**config.mk**
```make
export PLATFORM = sky130hd
export DESIGN_NAME = instruction_fetch_queue_flat
export DESIGN_NICKNAME = d
export VERILOG_FILES = /design/src/rtl/instruction_fetch_queue_if.sv /design/src/rtl/instruction_fetch_queue.sv /design/src/flat_wrapper.sv
export SDC_FILE = /design/constraint.sdc
export NUM_CORES = 1
export LEC_CHECK = 0
export CORE_MARGIN = 4
export CORE_UTILIZATION = 49
export CTS_CLUSTER_SIZE = 8
export DETAILED_ROUTE_END_ITERATION = 8
export HOLD_SLACK_MARGIN = 0.12
export PLACE_DENSITY = 0.92
export SYNTH_ARGS = -nofsm -noshare
export SYNTH_HDL_FRONTEND = slang
export SYNTH_SLANG_ARGS = --single-unit
```
**constraint.sdc**
```tcl
create_clock -name clk -period 10.1 [get_ports clk]
set_input_delay 2.02 -clock clk [delete_from_list [all_inputs] [get_ports clk]]
set_output_delay 2.02 -clock clk [all_outputs]
set_load 0.02 [all_outputs]
```
**src/rtl/instruction_fetch_queue_if.sv**
```systemverilog
// instruction_fetch_queue_if: ROM fetch port plus the decode issue handshake.
interface instruction_fetch_queue_if #(
    parameter int DATA_WIDTH  = 32,
    parameter int COUNT_WIDTH = 3
);
    logic [DATA_WIDTH-1:0]  FetchAddress;
    logic [DATA_WIDTH-1:0]  FetchInstruction;
    logic                   Redirect;
    logic [DATA_WIDTH-1:0]  RedirectTarget;
    logic                   IssueReady;
    logic                   IssueValid;
    logic [DATA_WIDTH-1:0]  IssueInstruction;
    logic [DATA_WIDTH-1:0]  IssuePC;
    logic [DATA_WIDTH-1:0]  IssuePCPlus4;
    logic [COUNT_WIDTH-1:0] QueueCount;
    logic [15:0]            StallCycles;
    logic [15:0]            FlushCount;
    modport master (
        output FetchAddress, IssueValid, IssueInstruction, IssuePC, IssuePCPlus4,
               QueueCount, StallCycles, FlushCount,
        input  FetchInstruction, Redirect, RedirectTarget, IssueReady
    );
    modport slave (
        input  FetchAddress, IssueValid, IssueInstruction, IssuePC, IssuePCPlus4,
               QueueCount, StallCycles, FlushCount,
        output FetchInstruction, Redirect, RedirectTarget, IssueReady
    );
endinterface

```
**src/rtl/instruction_fetch_queue.sv**
```systemverilog
// instruction_fetch_queue: fetch PC + prefetch queue feeding decode; perf counters built only with FETCH_PERF_COUNTERS_EN.
module instruction_fetch_queue #(
    parameter int                    DATA_WIDTH  = 32,
    parameter logic [DATA_WIDTH-1:0] RESET_PC    = 32'h0040_0000,
    parameter int                    QUEUE_DEPTH = 2,
    parameter int                    COUNT_WIDTH = 3
) (
    input logic                      clk,
    input logic                      reset,
    instruction_fetch_queue_if.master bus
);
    localparam int PW = (QUEUE_DEPTH == 4) ? 2 : 1;
    localparam logic [COUNT_WIDTH-1:0] FULL = COUNT_WIDTH'(QUEUE_DEPTH);
    logic [DATA_WIDTH-1:0]  fetch_pc;
    logic [DATA_WIDTH-1:0]  q_instr [QUEUE_DEPTH];
    logic [DATA_WIDTH-1:0]  q_pc [QUEUE_DEPTH];
    logic [PW-1:0]          head;
    logic [PW-1:0]          tail;
    logic [COUNT_WIDTH-1:0] count;
    logic                   pop;
    logic                   push;
    // a slot frees up either because the queue is not full or the head leaves this cycle
    always_comb begin
        pop  = (count != '0) & bus.IssueReady;
        push = ((count < FULL) | pop) & ~bus.Redirect;
    end
    // fetch PC, queue storage and pointers; redirect flushes everything not popped this cycle
    always_ff @(posedge clk) begin
        if (!reset) begin
            fetch_pc <= RESET_PC;
            head     <= '0;
            tail     <= '0;
            count    <= '0;
            for (int i = 0; i < QUEUE_DEPTH; i++) begin
                q_instr[i] <= '0;
                q_pc[i]    <= '0;
            end
        end else if (bus.Redirect) begin
            fetch_pc <= bus.RedirectTarget & ~DATA_WIDTH'(3);
            head     <= '0;
            tail     <= '0;
            count    <= '0;
        end else begin
            if (push) begin
                q_instr[tail] <= bus.FetchInstruction;
                q_pc[tail]    <= fetch_pc;
                tail          <= tail + 1'b1;
                fetch_pc      <= fetch_pc + DATA_WIDTH'(4);
            end
            if (pop) head <= head + 1'b1;
            count <= count + COUNT_WIDTH'(push) - COUNT_WIDTH'(pop);
        end
    end
    assign bus.FetchAddress     = fetch_pc;
    assign bus.IssueValid       = count != '0;
    assign bus.IssueInstruction = q_instr[head];
    assign bus.IssuePC          = q_pc[head];
    assign bus.IssuePCPlus4     = q_pc[head] + DATA_WIDTH'(4);
    assign bus.QueueCount       = count;
`ifdef FETCH_PERF_COUNTERS_EN
    logic [15:0] stall_cycles;
    logic [15:0] flush_count;
    // saturating counters for full-and-blocked cycles and flushes that discarded work
    always_ff @(posedge clk) begin
        if (!reset) begin
            stall_cycles <= '0;
            flush_count  <= '0;
        end else begin
            if (count == FULL && !pop && !bus.Redirect && stall_cycles != 16'hFFFF)
                stall_cycles <= stall_cycles + 16'd1;
            if (bus.Redirect && count != '0 && flush_count != 16'hFFFF)
                flush_count <= flush_count + 16'd1;
        end
    end
    assign bus.StallCycles = stall_cycles;
    assign bus.FlushCount  = flush_count;
`else
    assign bus.StallCycles = '0;
    assign bus.FlushCount  = '0;
`endif
endmodule

```
**src/flat_wrapper.sv**
```systemverilog
// flat-port wrapper written by rule: the top's interface ports become plain ports
module instruction_fetch_queue_flat 
#(
    parameter int                    DATA_WIDTH  = 32,
    parameter logic [DATA_WIDTH-1:0] RESET_PC    = 32'h0040_0000,
    parameter int                    QUEUE_DEPTH = 2,
    parameter int                    COUNT_WIDTH = 3
)
  (clk, reset, bus_FetchAddress, bus_IssueValid, bus_IssueInstruction, bus_IssuePC, bus_IssuePCPlus4, bus_QueueCount, bus_StallCycles, bus_FlushCount, bus_FetchInstruction, bus_Redirect, bus_RedirectTarget, bus_IssueReady);
  instruction_fetch_queue_if #(.DATA_WIDTH(DATA_WIDTH), .COUNT_WIDTH(COUNT_WIDTH)) bus_i ();
  input logic clk;
  input logic reset;
  output wire logic [$bits(bus_i.FetchAddress)-1:0] bus_FetchAddress;
  output wire logic [$bits(bus_i.IssueValid)-1:0] bus_IssueValid;
  output wire logic [$bits(bus_i.IssueInstruction)-1:0] bus_IssueInstruction;
  output wire logic [$bits(bus_i.IssuePC)-1:0] bus_IssuePC;
  output wire logic [$bits(bus_i.IssuePCPlus4)-1:0] bus_IssuePCPlus4;
  output wire logic [$bits(bus_i.QueueCount)-1:0] bus_QueueCount;
  output wire logic [$bits(bus_i.StallCycles)-1:0] bus_StallCycles;
  output wire logic [$bits(bus_i.FlushCount)-1:0] bus_FlushCount;
  input wire logic [$bits(bus_i.FetchInstruction)-1:0] bus_FetchInstruction;
  input wire logic [$bits(bus_i.Redirect)-1:0] bus_Redirect;
  input wire logic [$bits(bus_i.RedirectTarget)-1:0] bus_RedirectTarget;
  input wire logic [$bits(bus_i.IssueReady)-1:0] bus_IssueReady;
  assign bus_FetchAddress = bus_i.FetchAddress;
  assign bus_IssueValid = bus_i.IssueValid;
  assign bus_IssueInstruction = bus_i.IssueInstruction;
  assign bus_IssuePC = bus_i.IssuePC;
  assign bus_IssuePCPlus4 = bus_i.IssuePCPlus4;
  assign bus_QueueCount = bus_i.QueueCount;
  assign bus_StallCycles = bus_i.StallCycles;
  assign bus_FlushCount = bus_i.FlushCount;
  assign bus_i.FetchInstruction = bus_FetchInstruction;
  assign bus_i.Redirect = bus_Redirect;
  assign bus_i.RedirectTarget = bus_RedirectTarget;
  assign bus_i.IssueReady = bus_IssueReady;
  instruction_fetch_queue #(.DATA_WIDTH(DATA_WIDTH), .RESET_PC(RESET_PC), .QUEUE_DEPTH(QUEUE_DEPTH), .COUNT_WIDTH(COUNT_WIDTH)) u_core (.clk(clk), .reset(reset), .bus(bus_i));
endmodule
```
==> results.yml <==
synth:
  synth_edf_count: 124
  synth_area_leaders: "edfxtp_1 (45%), and2_1 (9.1%), dfxtp_1 (8.6%)"
  yosysSeqAreaShare_pct: 53.1
  synth_cells: 732
  synthFlopType: "edfxtp_1"
  yosys.area.top_type: "edfxtp_1"
  yosysMostFrequentCell: "edfxtp_1"
  async_reset_ff_share_pct: 0
  synthDominantCellAreaShare_pct: 44.5
  netlist_area_um2: 8360
  synth.distinct_cells: 59
  ys_warn_count: 0
  synth_seq_cells: 160
  avgSynthCellArea_um2: 11.4
  ys_top_cells_by_count: "edfxtp_1 (124), and2_1 (122), mux2_2 (54), buf_4 (39), nand2_1 (39)"
pwr:
  p_per_area_nw_per_um2: 182
  clkPwrFrac_pct: 30.6
  sw_frac_of_total_pct: 30.3
  p_comb_share_pct: 27.2
  ir_worst_vdd_mv: 0.119
  switchingPower_w: 0.000601
  p_int_w: 0.00138
  p_leak_nw: 4.06
  seqPwrFrac_pct: 42.2
clock_network:
  cts_hold_buf: 0
  clock_insertion_delay_worst_skew_ns: 0.42
  cts.htree.levels: 4
  clkTransAtPathRegs_ns: 0.06
  numClockSinks: 160
  cts_buffers: 17
  clk_path_buf_depth: 2
  cts-root-buf: "clkbuf_16"
  postCtsSetupBuffers: 0
  cts_tree: "built"
  cts_resized: 0
floorplan:
  fp-row-count: 47
  core_area_um2: 16600
  die_area_um2: 19200
  die_h_um: 139
  pin_count: 232
  floorplan.initialDensity_pct: 50.2
  die_x_um: 139
routing:
  num_vias: 5987
  first_pass_iters: 4
  route.detailed.drc: 0
  drt-wirelength-per-cell_um: 17.3
  drt-vias-per-instance: 5.24
  routed_wl_mm: 19.8
  drtAntennaViolNets: 0
  drt_iter0_drc: 312
status:
  run_status: "completed"
global_routing:
  antenna_found_initial: 0
  grt_pass1_vias: 6111
  grt_usage_pct: 20.3
  grt-ovfl-total: 0
  grt_pass1_wl_mm: 31.6
  grt_max_degree: 81
critical_path:
  arrival_ns: 3.77
  critPathSlowestCell: "buf_4"
  slowest_delay_ns: 0.72
  worstPathRequired_ns: 8.08
  crit_buf_inv: 2
  start_kind: "register"
  crit_fanout: 80
  crit_type: "register to output pin"
  endpoint_kind: "output pin"
  crit_chain: "buf_4 > nand4_1 > a221oi_1 > nand4b_1 > nor3_1 > xor2_1 > clkdlybuf4s50_1"
  cp_top_family: "buffers and inverters"
timing:
  slew_headroom_pct: 25.6
  fin_ws_ns: 4.31
  fmax_mhz: 173
  maxSlewViolCount: 0
  worst-slew-pin-transition_ns: 1.11
  skew_ns: 0.00935
  tns_ns: 0
  finalCriticalPeriod_ns: 5.79
  setup_viol: 0
  finalCritPeriodShare_pct: 57.3
  rsz0062_at_grt: "no"
  finalHoldViolCount: 0
finish:
  final_cells: 1143
  diodes: 0
  fillCellCount: 1263
  drive_above_1_share_pct: 12.5
  finalNetCount: 984
  areaGrowthSynthToFinish_pct: 29.9
placed_design:
  pre_cts_ws_ns: 4.68
  post-dp-hpwl_mm: 13.8
  gp_congestion: 0.823
  numPortBuffers: 191
  dp_cells: 1111
worst_hold_path:
  hold_class: "register to register"
flow_run:
  max_cap_viol_count: 0
sequential cells by signal, indices dropped and copies added, names as in the netlist, named ones only:
| name | count |
|---|---|
| u_core.bus.FetchAddress | 30 |
| u_core.bus.QueueCount | 3 |
| u_core.q_instr | 64 |
| u_core.q_pc | 60 |
| u_core.tail | 1 |
| u_core.head | 1 |
through the flow:
step | instance area, um2 | hold WS (ns) | util (%) | total power (W)
6_report | 10900 | 0.538 | 65.3 | 0.00198
3_3_place_gp | 10300 | 0.495 | 61.9 | 0.00138
4_1_cts | 10900 | 0.535 | 65.3 | 0.00199
2_1_floorplan | 8500 | 0.481 | - | 0.00116
3_5_place_dp | 10300 | 0.511 | 61.9 | 0.00139
5_1_grt | 10900 | 0.579 | 65.3 | 0.00207
cells by family after synthesis:
kind of cell,share of synthesized area (%)
other,0.0448
adders and majority gates,0.988
xor gates and xnor gates,5.87
buffers and inverters,6.42
and+or+nand+nor,19.8
AOI/OAI and AO/OA,5.49
muxes,8.23
DFF,53.1
cell type report:
cell class	count	area [um2]	share of cell area, %
clock buffer	17	425	3.92
sequential	160	4450	40.9
tap	220	275	2.53
clock inverter	15	134	1.23
inverter	22	82.6	0.760
timing repair buffer	197	1960	18.0
multi-input combinational	512	3540	32.6
placed cells by master, fill, tap and decap left out, drive strengths merged, types with 4 or more instances in the layout:
master	synthesis	final
a21oi	21	21
a31oi	5	5
and2	124	124
and3	6	6
and4	4	4
buf	50	6
clkbuf	25	17
clkdlybuf4s50	0	191
clkinv	0	5
conb	1	38
dfxtp	36	36
edfxtp	124	124
ha	5	5
inv	22	28
mux2	54	54
mux2i	8	8
nand2	39	39
nand3	17	17
nand4	15	15
nand4b	7	7
nor2	26	26
nor3	12	12
nor3b	4	4
nor4	10	10
o21ai	28	28
xnor2	34	34
xor2	22	22
final timing paths:
kind / slack (ns) / from / to / cells past startpoint
max reg2reg: 6.81 / u_core.bus.QueueCount[1] / u_core.q_instr[1][27] / 7
max: 4.31 / register / bus_IssuePCPlus4[28] / 7
min reg2reg: 0.54 / u_core.head / register / 2
min: 0.54 / u_core.head / register / 2
power groups by stage:
stage / Clock [W] / Sequential [W] / Combinational [W]
5_1_grt: 0.000648 / 0.000843 / 0.000575
3_5_place_dp: 0 / 0.000848 / 0.000541
2_1_floorplan: 0 / 0.000849 / 0.000308
4_1_cts: 0.000613 / 0.000835 / 0.000544
6_report: 0.000605 / 0.000835 / 0.000539
3_3_place_gp: 0 / 0.000843 / 0.000534
metal layers:
metal | share of wire [%] | global-route usage [%] | up-vias
met4 | 2.7 | 6.90 | 0
met2 | 49 | 34.4 | 213
met1 | 42 | 25.5 | 2873
li1 | - | - | 2865
met3 | 6.2 | 5.28 | 36
met5 | 0 | 0 | -
worst reg2reg max path, stage by stage, from the launching register on:
cell and delay [ns]:
dfxtp_1 0.37, inv_1 0.10, ha_1 0.23, inv_1 0.09, nand2_1 0.28, and3_2 0.91
nand2b_2 0.26, buf_4 0.64
Note: power is estimated with default switching activity, not from simulation.
